$ cat src/rtl/tmr_scrub_regfile.sv
// tmr_scrub_regfile: triplicated WIDTH x DEPTH register file with majority-voted reads.
// Background scrubber (FSM, ptr, err_cnt) is built only when TMR_SCRUB_EN is defined.
module tmr_scrub_regfile #(
    parameter int WIDTH = 8,
    parameter int DEPTH = 14,
    parameter int SCRUB_INTERVAL = 16,
    parameter int ERRCNT_W = 8,
    localparam int AW = $clog2(DEPTH)
) (
    input  logic                clk,
    input  logic                rstn,
    input  logic                wr_en,
    input  logic [AW-1:0]       wr_addr,
    input  logic [WIDTH-1:0]    wr_data,
    input  logic [AW-1:0]       rd_addr,
    output logic [WIDTH-1:0]    rd_data,
    output logic                rd_err,
    input  logic                inject_en,
    input  logic [1:0]          inject_copy,
    input  logic [AW-1:0]       inject_addr,
    input  logic [WIDTH-1:0]    inject_mask,
    output logic                scrub_busy,
    output logic [ERRCNT_W-1:0] err_cnt
);
    localparam logic [AW:0] LIM = (AW+1)'(DEPTH);

    logic [WIDTH-1:0] mem_a [DEPTH];
    logic [WIDTH-1:0] mem_b [DEPTH];
    logic [WIDTH-1:0] mem_c [DEPTH];
    logic wr_ok, inj_ok, rd_ok;

    function automatic logic [WIDTH-1:0] vote(input logic [WIDTH-1:0] a, b, c);
        return (a & b) | (a & c) | (b & c);
    endfunction

    assign wr_ok  = wr_en && ({1'b0, wr_addr} < LIM);
    assign inj_ok = inject_en && !wr_en && inject_copy != 2'd3 && ({1'b0, inject_addr} < LIM);
    assign rd_ok  = {1'b0, rd_addr} < LIM;

`ifdef TMR_SCRUB_EN
    localparam int CW = $clog2(SCRUB_INTERVAL + 1);
    typedef enum logic [1:0] {WAIT, CHECK, FIX} state_t;
    state_t state, state_nx;
    logic [CW-1:0] cnt;
    logic [AW-1:0] ptr;
    logic [WIDTH-1:0] vote_q;
    logic flag, step, fix_wr, hit;

    assign step       = state == FIX && !wr_en;
    assign fix_wr     = step && flag;
    assign hit        = wr_ok && wr_addr == ptr;
    assign scrub_busy = state != WAIT;

    always_comb begin
        state_nx = state;
        state_nx = (state == WAIT && cnt == CW'(SCRUB_INTERVAL - 1)) ? CHECK :
                   (state == CHECK) ? FIX :
                   step ? WAIT : state;
    end

    always_ff @(posedge clk or negedge rstn) begin
        if (!rstn) begin
            state   <= WAIT;
            cnt     <= '0;
            ptr     <= '0;
            vote_q  <= '0;
            flag    <= 1'b0;
            err_cnt <= '0;
        end else begin
            state <= state_nx;
            cnt   <= (state == WAIT && state_nx == WAIT) ? cnt + 1'b1 : '0;
            if (state == CHECK) begin
                vote_q <= vote(mem_a[ptr], mem_b[ptr], mem_c[ptr]);
                flag   <= !hit && !(mem_a[ptr] == mem_b[ptr] && mem_b[ptr] == mem_c[ptr]);
            end else if (state == FIX && hit) begin
                flag <= 1'b0;
            end
            if (fix_wr)
                err_cnt <= (&err_cnt) ? err_cnt : err_cnt + 1'b1;
            if (step)
                ptr <= (ptr == AW'(DEPTH - 1)) ? '0 : ptr + 1'b1;
        end
    end
`else
    assign scrub_busy = 1'b0;
    assign err_cnt    = '0;
`endif

    // Injection is applied last so it lands on top of any scrub write-back at the same word.
    always_ff @(posedge clk or negedge rstn) begin
        if (!rstn) begin
            for (int i = 0; i < DEPTH; i++) begin
                mem_a[i] <= '0;
                mem_b[i] <= '0;
                mem_c[i] <= '0;
            end
        end else begin
            if (wr_ok) begin
                mem_a[wr_addr] <= wr_data;
                mem_b[wr_addr] <= wr_data;
                mem_c[wr_addr] <= wr_data;
            end
`ifdef TMR_SCRUB_EN
            else if (fix_wr) begin
                mem_a[ptr] <= vote_q;
                mem_b[ptr] <= vote_q;
                mem_c[ptr] <= vote_q;
            end
`endif
            if (inj_ok && inject_copy == 2'd0)
                mem_a[inject_addr] <= mem_a[inject_addr] ^ inject_mask;
            if (inj_ok && inject_copy == 2'd1)
                mem_b[inject_addr] <= mem_b[inject_addr] ^ inject_mask;
            if (inj_ok && inject_copy == 2'd2)
                mem_c[inject_addr] <= mem_c[inject_addr] ^ inject_mask;
        end
    end

    always_ff @(posedge clk or negedge rstn) begin
        if (!rstn) begin
            rd_data <= '0;
            rd_err  <= 1'b0;
        end else begin
            rd_data <= rd_ok ? vote(mem_a[rd_addr], mem_b[rd_addr], mem_c[rd_addr]) : '0;
            rd_err  <= rd_ok && !(mem_a[rd_addr] == mem_b[rd_addr] && mem_b[rd_addr] == mem_c[rd_addr]);
        end
    end
endmodule
$ cat config.mk
export PLATFORM = sky130hd
export DESIGN_NAME = tmr_scrub_regfile
export DESIGN_NICKNAME = d
export VERILOG_FILES = /design/src/rtl/tmr_scrub_regfile.sv
export SDC_FILE = /design/constraint.sdc
export NUM_CORES = 1
export LEC_CHECK = 0
export CAP_MARGIN = 20
export CORE_MARGIN = 4
export CORE_UTILIZATION = 35
export CTS_BUF_LIST = sky130_fd_sc_hd__clkbuf_2
export CTS_CLUSTER_DIAMETER = 30
export DETAILED_ROUTE_END_ITERATION = 8
export PLACE_DENSITY_LB_ADDON = 0.1
export SETUP_SLACK_MARGIN = 0.2
export SKIP_CTS_REPAIR_TIMING = 1
export SYNTH_ARGS = -nofsm -noshare
export SYNTH_HDL_FRONTEND = slang
export SYNTH_SLANG_ARGS = --single-unit
$ cat constraint.sdc
create_clock -name clk -period 2.4 [get_ports clk]
set_input_delay 0.48 -clock clk [delete_from_list [all_inputs] [get_ports clk]]
set_output_delay 0.48 -clock clk [all_outputs]
set_load 0.01 [all_outputs]
==> metrics.cfg <==
[timing]
slew_headroom_pct = 43.34
setup-tns-final_ps = -383.1
setup-violations-final = 11
clock.fmax_ghz = 0.4040
finalClockSkew_ps = 105.6
setup_ws_ps = -75.16
maxSlewViolCount = 0
min_period_ps = 2475
fin_crit_sh_pct = 103.1
finalHoldViolations = 0
tightest_slew_ps = 850.0
rsz0062_at_grt = true

[grt]
grt_pass1_wl_um = 143600
met2_usage_pct = 49.75
antenna_found_initial = 5
met3_usage_pct = 6.077
grtUsageTotal_pct = 31.12
grt_max_degree = 93
grt_use_met1_pct = 38.97
grt-busiest-layer = met2
grt-ovfl-total = 0
grt_pass1_vias = 19680

[cts]
cts_tree = yes
cts.reportedPaths.clkPinSlew_ps = 90
cts_made_buffers = 107
cts.sinks = 345
cts-root-buf = clkbuf_2
cts_buffer_depth = 3
htree_levels = 3
insertion_delay_ps = 1220

[worst_setup_path]
worst_setup_path_start_kind = flop
path_max_fanout = 6
worstPathArrival_ps = 3480
criticalPathCategory = reg2reg
end_kind = flop
cp_data_required_time_ps = 3400

[power_and_ir_drop]
p_leak_nw = 12.99
p_per_area_mw_per_mm2 = 758.2
p_total_mw = 20.28
peakVddDrop_uv = 406.8

[die]
die_area_mm2 = 0.06503
core_region_area_mm2 = 0.06036
dieWidth_um = 255.0
initial_core_util_pct = 35.38
ios = 52
die_height_um = 255.0
placementRows = 90

[routing]
drt-total-wl_um = 101400
num_vias = 19250
wire_per_inst_um = 32.63
viasPerCell = 6.195
ant_nets = 0
first_pass_iters = 8
drt_iter0_markers = 2070
remaining_drc_errors = 0

[synth]
synthTopCellsByArea = dfrtp_1 (40%), mux2i_1 (13%), mux4_2 (11%)
yosysWarnings = 0
async_reset_ff_share_pct = 100.0
synth_flop_cell = dfrtp_1
postSynthAreaPerCell_um2 = 11.25
synth_cells = 1898
netlist_area_mm2 = 0.02136
synth.yosys.seq_area_share_pct = 40.43
yosysTopAreaCellShare_pct = 40.43
yosys.area.top_type = dfrtp_1
synth_edf_count = 0
ys_types = 47
ys_ff_latch = 345

[status]
violations = setup timing
outcome = complete, but fails checks

[place]
place_ws_ps = -775.9
dp_cells = 2891
dp_hpwl_um = 73280
place.gp.congestion = 1.009
io_buffers = 42

[cells_and_area]
final_cell_mix = a21oi_1 (350), dfrtp_1 (345), mux2i_1 (274), buf_4 (257), clkbuf_2 (148)
syn_to_final_growth_pct = 25.24
nets = 2283
utilization_pct = 44.31
final_common_cell = a21oi_1
nFillCells = 5805
drive_gt1_share_pct = 33.52
stdcell_count = 3107

[hold_path]
hp-class = in2reg

[flow_run]
cap_violations = 0

==> where the power goes <==
| part | leakage [nW] | internal [mW] | switching [mW] | total [mW] |
|---|---|---|---|---|
| combinational | 7.88 | 3.58 | 3.47 | 7.05 |
| sequential | 4.35 | 7.18 | 1.19 | 8.37 |
| clock | 0.759 | 1.93 | 2.93 | 4.86 |
| total | 13.0 | 12.7 | 7.59 | 20.3 |
==> cells by family (layout without fill, tap and decap cells) <==
| family | count (synthesis) | count (layout) | synth area share [%] |
|---|---|---|---|
| compound gates | 599 | 599 | 16.79 |
| mux | 460 | 460 | 28.13 |
| buf+inv | 175 | 590 | 4.500 |
| xor+xnor | 24 | 24 | 1.828 |
| other cells | 1 | 13 | 0.01756 |
| simple gates | 278 | 278 | 7.370 |
| flops | 345 | 345 | 40.43 |
| fa+ha+maj | 16 | 16 | 0.9374 |
==> stage by stage <==
step	area, um^2	hold slack, ps
after global placement	25400	351.9
final	26750	162.6
after global routing	26740	53.50
after CTS	26410	-936.9
after floorplan	21470	184.4
after detailed placement	25400	351.2
==> cell type report <==
type	instances	area (um^2)	share of cell area (%)
clock inverters	50	275.3	1.029
diodes	4	10.01	0.03743
flip-flops and latches	345	8633	32.28
multi-input cells	1386	12030	44.97
inverters	2	7.507	0.02807
clock buffers	147	735.7	2.751
repair buffers	391	4079	15.25
well taps	782	978.4	3.658
==> Yosys cell counts, drive strengths merged (3+ instances only) <==
master / count
nor2: 37
mux2: 81
and2: 65
nor4: 13
nor2b: 8
buf: 99
o221ai: 17
mux4: 104
nor3: 7
clkbuf: 74
dfrtp: 345
o22ai: 13
and3: 48
nand3: 3
o2bb2ai: 6
nand2: 71
a222oi: 27
xnor2: 24
ha: 16
or2: 5
nand2b: 9
mux2i: 275
o21ai: 41
a211oi: 138
a21oi: 353
a31oi: 4
==> worst max-delay path: stages (launching register included) <==
cell and delay [ps]:
dfrtp_1 390, buf_4 140, mux2_4 260, a222oi_1 760
buf_4 250, o21ai_4 60, xnor2_2 250, buf_6 180
mux2i_1 70
==> layer usage <==
metal	share of wire (%)	vias to the layer above
li1	-	8047
met1	39	9804
met2	46	1048
met3	7.5	346
met4	7.7	2
met5	0.013	-
==> state kept, by name, summed over array words and instances, names as in the netlist <==
name	count
mem_a	112
mem_b	112
mem_c	112
rd_data	8
rd_err	1
==> worst paths after layout <==
kind,start,to,cells past startpoint,slack (ps)
max in group asynchronous,rstn,mem_c[102]$_DFF_PN0_,4,1380
worst min register to register,mem_c[53]$_DFF_PN0_,mem_c[53]$_DFF_PN0_,2,590
worst max-delay path,mem_c[37]$_DFF_PN0_,mem_c[37]$_DFF_PN0_,8,-80
worst min-delay path,rd_addr[2],rd_data[5]$_DFF_PN0_,5,160
worst max register to register,mem_c[37]$_DFF_PN0_,mem_c[37]$_DFF_PN0_,8,-80
min in group asynchronous,rstn,mem_c[34]$_DFF_PN0_,4,440
(Power assumes the default switching activity.)
